$ cat src/rtl/cam_capture_ctrl.sv
// OV7670 capture front-end. It pairs sensor bytes into 16-bit pixels,
// decimates by powers of two and issues framebuffer writes. Capture starts
// and stops only at frame boundaries, and line addresses are accumulated
// rather than multiplied.
module cam_capture_ctrl #(
    parameter int H_ACTIVE = 640,
    parameter int V_ACTIVE = 480,
    parameter int H_DEC    = 2,
    parameter int V_DEC    = 1,
    parameter int ADDR_W   = 15
) (
    input  logic              CLK,
    input  logic              RST,
    input  logic              ENABLE,
    input  logic              MODE,
    input  logic              HREF,
    input  logic              VSYNC,
    input  logic [7:0]        DATA_IN,
    output logic              WE,
    output logic [ADDR_W-1:0] WADDR,
    output logic [15:0]       WDATA,
    output logic              FRAME_START,
    output logic              FRAME_DONE,
    output logic [7:0]        FRAME_CNT,
    output logic              FRAME_ERR,
    output logic              BUSY
);

    // x counts up to H_ACTIVE inclusive, and y counts up to V_ACTIVE
    // inclusive. Each counter saturates at that value, which marks overflow.
    localparam int XW = $clog2(H_ACTIVE + 1);
    localparam int YW = $clog2(V_ACTIVE + 1);

    localparam logic [XW-1:0]     X_MAX     = XW'(H_ACTIVE);
    localparam logic [YW-1:0]     Y_MAX     = YW'(V_ACTIVE);
    // A mask of low bits that must be zero for a kept pixel or line.
    // When the decimation factor is 0, the mask is empty and always passes.
    localparam logic [XW-1:0]     X_MASK    = XW'((1 << H_DEC) - 1);
    localparam logic [YW-1:0]     Y_MASK    = YW'((1 << V_DEC) - 1);
    localparam logic [ADDR_W-1:0] LINE_STEP = ADDR_W'(H_ACTIVE >> H_DEC);

    typedef enum logic [1:0] {
        IDLE   = 2'd0,
        ARMED  = 2'd1,
        ACTIVE = 2'd2
    } state_t;

    state_t state, state_nx;

    logic              vs_q, href_q;
    logic              vs_rise, vs_fall, href_fall;
    logic              start_evt, done_evt;
    logic              mode_q;
    logic              phase;
    logic [7:0]        hi;
    logic [XW-1:0]     x;
    logic [YW-1:0]     y;
    logic [YW-1:0]     y_inc, y_after;
    logic [ADDR_W-1:0] line_base;
    logic              pix_done, x_ok, y_ok, wr_ok;
    logic              line_end, line_stored, err_evt;

    assign vs_rise   =  VSYNC & ~vs_q;
    assign vs_fall   = ~VSYNC &  vs_q;
    assign href_fall = ~HREF  &  href_q;
    assign BUSY      = (state != IDLE);

    // State register.
    always_ff @(posedge CLK or posedge RST) begin
        // NOTE: sequential state uses non-blocking assignments so every
        // register samples pre-edge values, whatever the statement order.
        if (RST) state <= IDLE;
        else     state <= state_nx;
    end

    // Next-state logic and the frame start/done events.
    always_comb begin
        // NOTE: every output gets its default first. Then no path leaves a
        // value unassigned, and no latch is inferred.
        state_nx  = state;
        start_evt = 1'b0;
        done_evt  = 1'b0;
        case (state)
            IDLE: begin
                if (ENABLE) state_nx = ARMED;
            end
            ARMED: begin
                if (!ENABLE) begin
                    state_nx = IDLE;
                end else if (vs_fall) begin
                    state_nx  = ACTIVE;
                    start_evt = 1'b1;
                end
            end
            ACTIVE: begin
                if (vs_rise) begin
                    done_evt = 1'b1;
                    state_nx = ENABLE ? ARMED : IDLE;
                end
            end
            default: state_nx = IDLE;
        endcase
    end

    // Pixel completion, write qualification, line-end and error detection.
    always_comb begin
        pix_done    = (state == ACTIVE) && HREF && phase;
        x_ok        = (x < X_MAX);
        y_ok        = (y < Y_MAX);
        wr_ok       = pix_done && x_ok && y_ok &&
                      ((x & X_MASK) == '0) && ((y & Y_MASK) == '0);
        line_end    = (state == ACTIVE) && href_fall;
        line_stored = y_ok && ((y & Y_MASK) == '0);
        y_inc       = y_ok ? y + YW'(1) : y;
        // The done check sees y after a coincident line end.
        y_after     = line_end ? y_inc : y;
        err_evt     = (pix_done && !x_ok) ||
                      (line_end && y_ok && ((x != X_MAX) || phase)) ||
                      (line_end && !y_ok) ||
                      (done_evt && (y_after != Y_MAX));
    end

    // Edge-detect copies of the sync inputs.
    always_ff @(posedge CLK or posedge RST) begin
        if (RST) begin
            vs_q   <= 1'b0;
            href_q <= 1'b0;
        end else begin
            vs_q   <= VSYNC;
            href_q <= HREF;
        end
    end

    // Byte pairing plus x/y and line-base tracking within a captured frame.
    always_ff @(posedge CLK or posedge RST) begin
        if (RST) begin
            mode_q    <= 1'b0;
            phase     <= 1'b0;
            hi        <= '0;
            x         <= '0;
            y         <= '0;
            line_base <= '0;
        end else if (start_evt) begin
            mode_q    <= MODE;
            phase     <= 1'b0;
            x         <= '0;
            y         <= '0;
            line_base <= '0;
        end else if (state == ACTIVE) begin
            if (line_end) begin
                x     <= '0;
                phase <= 1'b0;
                y     <= y_inc;
                if (line_stored) line_base <= line_base + LINE_STEP;
            end else if (HREF) begin
                phase <= ~phase;
                if (!phase)    hi <= DATA_IN;
                else if (x_ok) x  <= x + XW'(1);
            end else begin
                phase <= 1'b0;
            end
        end
    end

    // Registered write port and frame status outputs.
    always_ff @(posedge CLK or posedge RST) begin
        if (RST) begin
            WE          <= 1'b0;
            WADDR       <= '0;
            WDATA       <= '0;
            FRAME_START <= 1'b0;
            FRAME_DONE  <= 1'b0;
            FRAME_CNT   <= '0;
            FRAME_ERR   <= 1'b0;
        end else begin
            WE          <= wr_ok;
            FRAME_START <= start_evt;
            FRAME_DONE  <= done_evt;
            if (wr_ok) begin
                WADDR <= line_base + ADDR_W'(x >> H_DEC);
                WDATA <= mode_q ? {hi[7:3], hi[7:2], hi[7:3]} : {hi, DATA_IN};
            end
            if (done_evt)       FRAME_CNT <= FRAME_CNT + 8'd1;
            if (start_evt)      FRAME_ERR <= 1'b0;
            else if (err_evt)   FRAME_ERR <= 1'b1;
        end
    end

endmodule

$ cat config.mk
export PLATFORM = sky130hd
export DESIGN_NAME = cam_capture_ctrl
export DESIGN_NICKNAME = d
export VERILOG_FILES = /design/src/rtl/cam_capture_ctrl.sv
export SDC_FILE = /design/constraint.sdc
export NUM_CORES = 1
export LEC_CHECK = 0
export ABC_CLOCK_PERIOD_IN_PS = 3700
export BUFFER_PORTS_ARGS = -buffer_cell sky130_fd_sc_hd__clkbuf_2
export CORE_ASPECT_RATIO = 0.75
export CORE_MARGIN = 8
export CORE_UTILIZATION = 51
export CTS_CLUSTER_SIZE = 28
export DETAILED_ROUTE_END_ITERATION = 6
export PLACE_DENSITY_LB_ADDON = 0.3
export RECOVER_POWER = 50
export SLEW_MARGIN = 20
export SYNTH_ARGS = -nofsm -noshare
export SYNTH_HDL_FRONTEND = slang
export SYNTH_SLANG_ARGS = --single-unit
$ cat constraint.sdc
create_clock -name CLK -period 3.7 [get_ports CLK]
set_clock_uncertainty 0.2 [all_clocks]
set_input_delay 0.555 -clock CLK [delete_from_list [all_inputs] [get_ports CLK]]
set_output_delay 0.555 -clock CLK [all_outputs]
set_load 0.005 [all_outputs]
== Word-level counts from Yosys, hierarchy flattened ==
Index checks and enable logic that the tools add are counted.

* Memory bits (read-only): 0
* Flip-flop bits (word level): 91
* Memories: 0
* Logic and storage cells: 105
* RAM bits: 0
* Bits in latches: 0
* Bits of input ports: 14
* Output and inout port bits: 44

* Multiply operators: 0
* Bitwise logic cells: 9
* Shift operators: 0
* Equal/unequal tests: 7
* Divide/modulo/power cells: 0
* Add/sub/neg operators: 5
* Order comparisons: 2
* Muxes and demuxes: 32
* Reductions and logical operators: 34

{| class="wikitable"
|+ Operators by type and width
! kind !! count
|-
| two-way mux 10 bit || 6
|-
| two-way mux 15 bit || 4
|-
| two-way mux 9 bit || 4
|-
| adder 15 x 8 -> 15 bit || 1
|-
| adder 15 x 8 -> 15 bit, second input constant || 1
|-
| logical AND 1 bit || 13
|-
| two-way mux 1 bit || 12
|-
| two-way mux 11 bit || 1
|-
| adder 10 x 1 -> 10 bit, second input constant || 1
|-
| logical NOT 10 bit || 1
|-
| < comparator 10 bit, second input constant || 1
|-
| != test 10 bit, second input constant || 1
|-
| nonzero test 2 bit || 5
|-
| adder 9 x 1 -> 9 bit, second input constant || 1
|-
| logical NOT 9 bit || 1
|-
| < comparator 9 bit, second input constant || 1
|-
| != test 9 bit, second input constant || 1
|-
| nonzero test 3 bit || 3
|-
| adder 8 x 1 -> 8 bit, second input constant || 1
|-
| two-way mux 2 bit || 4
|-
| inverter 1 bit || 6
|-
| one-hot mux 2 bit (3 select lines) || 1
|-
| AND reduction 3 bit || 2
|-
| AND reduction 5 bit || 1
|-
| 9 further kinds || 16
|}

== Longest topological paths before layout ==
* Word-level depth: 10
* Mapped depth: 10
* Gate-level depth less buffers: 8

== Worst setup path before layout ==
Ideal clock, no wire load.

* Path kind: flip-flop to flip-flop
* Start point: register y[6]
* End point: register FRAME_ERR
* Period minus slack after synthesis: 2.215 ns
* Arrival: 1.883 ns
* Required time: 3.368 ns
* Setup time: 0.132 ns
* Slack: 1.485 ns
* Path buffers: 1
* Stages on the path, launching flop included: 10
* Cell sequence: dfrtp_1 -> buf_2 -> and4_1 -> inv_1 -> ha_1 -> inv_1 -> nor4_1 -> o32ai_1 -> o41ai_1 -> a21oi_1

* Cells in the longest elaborated chain, start to end: 7
* Elaborated cells between the ends (all ways): 14
* Those cells by class: add/sub (1); order compare (1); eq/ne (1); mux (2); reduce/logical (9)

{| class="wikitable"
|+ Ends and longest elaborated chain
! item !! RTL line !! source
|-
| start, declared || 57 || <nowiki>logic [YW-1:0] y;</nowiki>
|-
| start signal, assigned || 153 || <nowiki>y <= y_inc;</nowiki>
|-
| adder 9 x 1 -> 9 bit / < comparator 9 bit (equally long branches) || 114, 109 ||
|-
| two-way mux 9 bit / logical AND 1 bit (equally long branches) || 114, 118 ||
|-
| two-way mux 9 bit / logical AND 1 bit (equally long branches) || -- ||
|-
| != test 9 bit / logical OR 1 bit (equally long branches) || 120, 117 ||
|-
| logical AND 1 bit / logical OR 1 bit (equally long branches) || 120, 118 ||
|-
| logical OR 1 bit * || 119 || <nowiki>(line_end && !y_ok) ||</nowiki>
|-
| nonzero test 2 bit (no line) * || -- ||
|-
| end signal, assigned || 174 || <nowiki>FRAME_ERR <= 1'b0;</nowiki>
|-
| end signal, assigned || 184 || <nowiki>if (start_evt) FRAME_ERR <= 1'b0;</nowiki>
|-
| end signal, assigned || 185 || <nowiki>else if (err_evt) FRAME_ERR <= 1'b1;</nowiki>
|-
| end, declared || 25 || <nowiki>output logic FRAME_ERR,</nowiki>
|}

Every way passes the cells marked *; elsewhere a longest branch is shown, timed or not.
A chain may end at the register's enable or synchronous reset.

== Worst setup path after layout ==
* Start point: register state[0]
* End point: register x[8]

* Cells in the longest elaborated chain, start to end: 5
* Elaborated cells between the ends (all ways): 12
* Those cells by class: eq/ne (2); mux (4); reduce/logical (6)

{| class="wikitable"
|+ Ends and longest elaborated chain
! item !! RTL line !! source
|-
| start, declared || 48 || <nowiki>state_t state, state_nx;</nowiki>
|-
| start signal, assigned || 73 || <nowiki>else state <= state_nx;</nowiki>
|-
| == test 2 bit || 112, 149 ||
|-
| logical AND 1 bit || 112 || <nowiki>line_end = (state == ACTIVE) && href_fall;</nowiki>
|-
| two-way mux 10 bit || 150 || <nowiki>if (line_end) begin</nowiki>
|-
| two-way mux 10 bit || 149 || <nowiki>end else if (state == ACTIVE) begin</nowiki>
|-
| two-way mux 10 bit || 143 || <nowiki>end else if (start_evt) begin</nowiki>
|-
| end signal, assigned || 158 || <nowiki>else if (x_ok) x <= x + XW'(1);</nowiki>
|-
| end, declared || 56 || <nowiki>logic [XW-1:0] x;</nowiki>
|}

Parallel ways exist; a longest one is shown, timed or not. The select of a mux whose other input is x is not followed.

==> flow_metrics.tcl <==
set metrics [dict create \
    globalRouteTotalUtil_pct 16.1 \
    die_height_um 94.4 \
    run_status "finished with violations" \
    clock_sink_count 86 \
    critical_path_required_ns 3.78 \
    leading_cell_type_in_the_layout_fill_and_taps_excluded "sky130_fd_sc_hd__dfrtp_1" \
    placed_instances 560 \
    drt_wl_total_mm 8.62 \
    floorplan.initialDensity_pct 52.8 \
    vias_in_the_first_global_route 3036 \
    maxCapViolations 1 \
    synth-seq-cells 86 \
    overflow 0 \
    diodes 0 \
    critical_path_class "reg -> reg" \
    grt_max_degree 52 \
    power_frac_comb_pct 13.0 \
    finalHoldViolCount 0 \
    total_leakage_power_uw 0.00218 \
    synthArstFlopShare_pct 100 \
    end_kind "register" \
    clock_power_share_pct 31.6 \
    antenna_violation_net_count_after_detailed_routing 0 \
    worst_skew_pair.late_latency_ns 0.36 \
    drt_first_iter_violations 188 \
    netSwitchingPower_uw 576 \
    post_synth_instance_area_mm2 0.00418 \
    place_hpwl_mm 6.16 \
    vdd_drop_max_v 0.000291 \
    timing.final.setup_violations 0 \
    crit_path_cell_trace "nand4b_1 > nand2b_1 > clkbuf_1 > clkinv_1 > nor2_1 > o211ai_1 > o21ai_0" \
    timing.critical_path.from_type "register" \
    core.rowCount 28 \
    drv_slew 52 \
    final_clock_period_utilization_by_the_worst_path_pct 76.4 \
    number_of_flops_mapped_to_enable_cells_by_yosys 0 \
    power_report.internal_total_uw 1510 \
    grt_first_pass_wirelength_mm 14.7 \
    critPathArrivalTime_ns 2.91 \
    synth-main-ff-cell "sky130_fd_sc_hd__dfrtp_1" \
    grt_setup_unrepaired "false" \
    fp.coreArea_mm2 0.00792 \
    avgViaCountPerCell 5.42 \
    placedInstanceArea_mm2 0.00455 \
    syn-instance-count 410 \
    die_area_mm2 0.0114 \
    drc 0 \
    htree_num_levels 3 \
    worst_pin_slew_ns 2.18 \
    hold_class "in -> reg" \
    postCtsHoldBufs 0 \
    drive_gt1_share_pct 17.2 \
    p_per_cell_area_mw_per_mm2 443 \
    timing.critical_path.slowest_stage_cell "sky130_fd_sc_hd__clkinv_1" \
    synth_cell_types 56 \
    fin_area_mm2 0.00471 \
    die_width_um 121 \
    yosys_warnings 0 \
    violations "capacitance limit, slew limit" \
    period_minus_slack_ns 2.83 \
    cts-root-buf "sky130_fd_sc_hd__clkbuf_8" \
    number_of_ports_placed_on_the_die_boundary 58 \
    average_cell_area_after_synthesis_um2 10.2 \
    timing.critical_path.slowest_cell_delay_ns 0.70 \
    filler_cell_count 691 \
    detailroute.via_count 3122 \
    wl_per_cell_um 15.0 \
    non_filler_instance_count_after_layout 576 \
    synthToLayoutAreaGrowth_pct 12.8 \
    syn_nets 433 \
    number_of_buffers_and_inverters_on_the_critical_path 2 \
    synth_sequential_area_ratio_pct 51.5 \
    nets 489 \
    placement.io_buffers 57 \
    path_clk_slew_ns 0.08 \
    max-clock-path-buffers 2 \
    place_congestion 0.894 \
    path_max_fanout 18 \
    cts_tree "built" \
    most-common-layout-cells "sky130_fd_sc_hd__dfrtp_1, sky130_fd_sc_hd__nand2_1, sky130_fd_sc_hd__clkbuf_2" \
    cp_top_family "buffers and inverters" \
    numCtsBuffers 9 \
    tns_ns 0 \
    antenna_found_initial 0 \
    post_cts.resized_instances 0 \
    worst_slew_margin_rel_pct -46.3 \
    drtPass1Iterations 4 \
    power_frac_seq_pct 55.4 \
    fmax_mhz 354 \
    postCtsSetupBuffers 0 \
    switching_part_of_the_total_power_pct 27.6 \
]
## per-layer routing
| metal | share of wire (%) | track usage, % | vias up | wire length [um] |
|---|---|---|---|---|
| met2 | 44 | 24.7 | 91 | 3810 |
| met3 | 7.4 | 5.78 | 13 | 638 |
| met4 | 1.3 | 4.66 | 0 | 110 |
| li1 | - | - | 1539 | - |
| met5 | 0 | 0 | - | 0 |
| met1 | 47 | 21.1 | 1479 | 4060 |
## cells in the mapped netlist (2+ instances only)
cell type / instances / area (um2)
sky130_fd_sc_hd__nor4_1: 2 / 12.5
sky130_fd_sc_hd__dfrtp_1: 86 / 2150
sky130_fd_sc_hd__or2_2: 2 / 12.5
sky130_fd_sc_hd__nand4_1: 10 / 62.6
sky130_fd_sc_hd__nor3_1: 5 / 25.0
sky130_fd_sc_hd__inv_1: 13 / 48.8
sky130_fd_sc_hd__xor2_1: 9 / 78.8
sky130_fd_sc_hd__buf_2: 9 / 45.0
sky130_fd_sc_hd__ha_1: 9 / 113
sky130_fd_sc_hd__a31oi_1: 4 / 25.0
sky130_fd_sc_hd__nand3_1: 10 / 50.1
sky130_fd_sc_hd__o32ai_1: 2 / 17.5
sky130_fd_sc_hd__o21ai_0: 25 / 125
sky130_fd_sc_hd__a31o_2: 2 / 17.5
sky130_fd_sc_hd__mux2i_1: 15 / 150
sky130_fd_sc_hd__o21ai_1: 7 / 35.0
sky130_fd_sc_hd__nand4b_1: 2 / 17.5
sky130_fd_sc_hd__nor2_1: 28 / 105
sky130_fd_sc_hd__nand2b_1: 4 / 25.0
sky130_fd_sc_hd__and2_1: 2 / 12.5
sky130_fd_sc_hd__and3_1: 4 / 25.0
sky130_fd_sc_hd__buf_4: 4 / 30.0
sky130_fd_sc_hd__or3_1: 3 / 18.8
sky130_fd_sc_hd__clkbuf_1: 4 / 15.0
sky130_fd_sc_hd__nor2b_1: 3 / 18.8
sky130_fd_sc_hd__nor4b_1: 4 / 35.0
sky130_fd_sc_hd__mux2_2: 9 / 101
sky130_fd_sc_hd__nand2_1: 73 / 274
sky130_fd_sc_hd__xnor2_1: 22 / 193
sky130_fd_sc_hd__a21oi_1: 8 / 40.0
sky130_fd_sc_hd__a2111oi_4: 2 / 55.1
sky130_fd_sc_hd__and4_1: 4 / 35.0
## final cells by class
class	count	area, um2	share of cell area (%)
clock buffers	11	141	3.00
clock inverters	5	56.3	1.19
inverters	15	57.6	1.22
multi-input cells	292	1880	39.9
flip-flops and latches	86	2150	45.7
well taps	105	131	2.79
repair buffers	62	293	6.21
## registers in the layout (all words and copies together) (netlist names)
| name | cells |
|---|---|
| WE | 1 |
| href_q | 1 |
| x | 10 |
| y | 9 |
| FRAME_CNT | 8 |
| WADDR | 15 |
| FRAME_START | 1 |
| mode_q | 1 |
| line_base | 10 |
| vs_q | 1 |
| WDATA | 16 |
| hi | 8 |
| FRAME_ERR | 1 |
| state | 2 |
| FRAME_DONE | 1 |
| phase | 1 |
## worst reg2reg max path, stage by stage, from the launching register on
cell and delay, ns:
sky130_fd_sc_hd__dfrtp_1 0.45, sky130_fd_sc_hd__nand4b_1 0.14, sky130_fd_sc_hd__nand2b_1 0.11, sky130_fd_sc_hd__clkbuf_1 0.60, sky130_fd_sc_hd__clkinv_1 0.71, sky130_fd_sc_hd__nor2_1 0.33, sky130_fd_sc_hd__o211ai_1 0.12, sky130_fd_sc_hd__o21ai_0 0.09
## worst paths after layout
kind,start,end,slack [ns],depth (start not counted)
max in group asynchronous,RST,WADDR[9]$_DFFE_PP0P_,1.08,3
worst max-delay path,state[0]$_DFFE_PP0P_,x[8]$_DFFE_PP0P_,0.87,7
min in group asynchronous,RST,FRAME_CNT[4]$_DFFE_PP0P_,0.55,2
worst max register to register,state[0]$_DFFE_PP0P_,x[8]$_DFFE_PP0P_,0.87,7
worst min-delay path,VSYNC,vs_q$_DFF_PP0_,0.16,1
worst min register to register,WADDR[1]$_DFFE_PP0P_,WADDR[1]$_DFFE_PP0P_,0.28,2
## power by group through the flow
stage	Clock [uW]	Sequential (uW)	Combinational, uW
floorplan	0	1130	192
global placement	0	1170	271
detailed placement	0	1170	279
CTS	684	1150	280
global route	720	1170	311
finish	661	1160	272
## logic make-up (layout without fill, tap and decap cells)
kind of cell               after synthesis  after routing  share of synthesized area [%]
DFF                                     86             86                           51.5
xor gates and xnor gates                31             31                           6.50
buffers and inverters                   32             93                           3.50
AOI/OAI and AO/OA                       65             65                           10.7
adders and majority gates                9              9                           2.69
muxes                                   24             24                           6.02
and+or+nand+nor                        163            163                           19.1
## metrics by stage
stage / worst slack, ns / hold WS (ns) / total power (uW) / utilization, %
after floorplan: 0.723 / 0.268 / 1330 / -
after global placement: 1.20 / 0.259 / 1440 / 57.4
after detailed placement: 1.09 / 0.263 / 1450 / 57.4
after CTS: 1.06 / 0.126 / 2120 / 59.9
after global routing: 0.546 / 0.152 / 2200 / 59.5
final: 0.872 / 0.157 / 2090 / 59.5
Note: power is estimated with default switching activity, not from simulation.
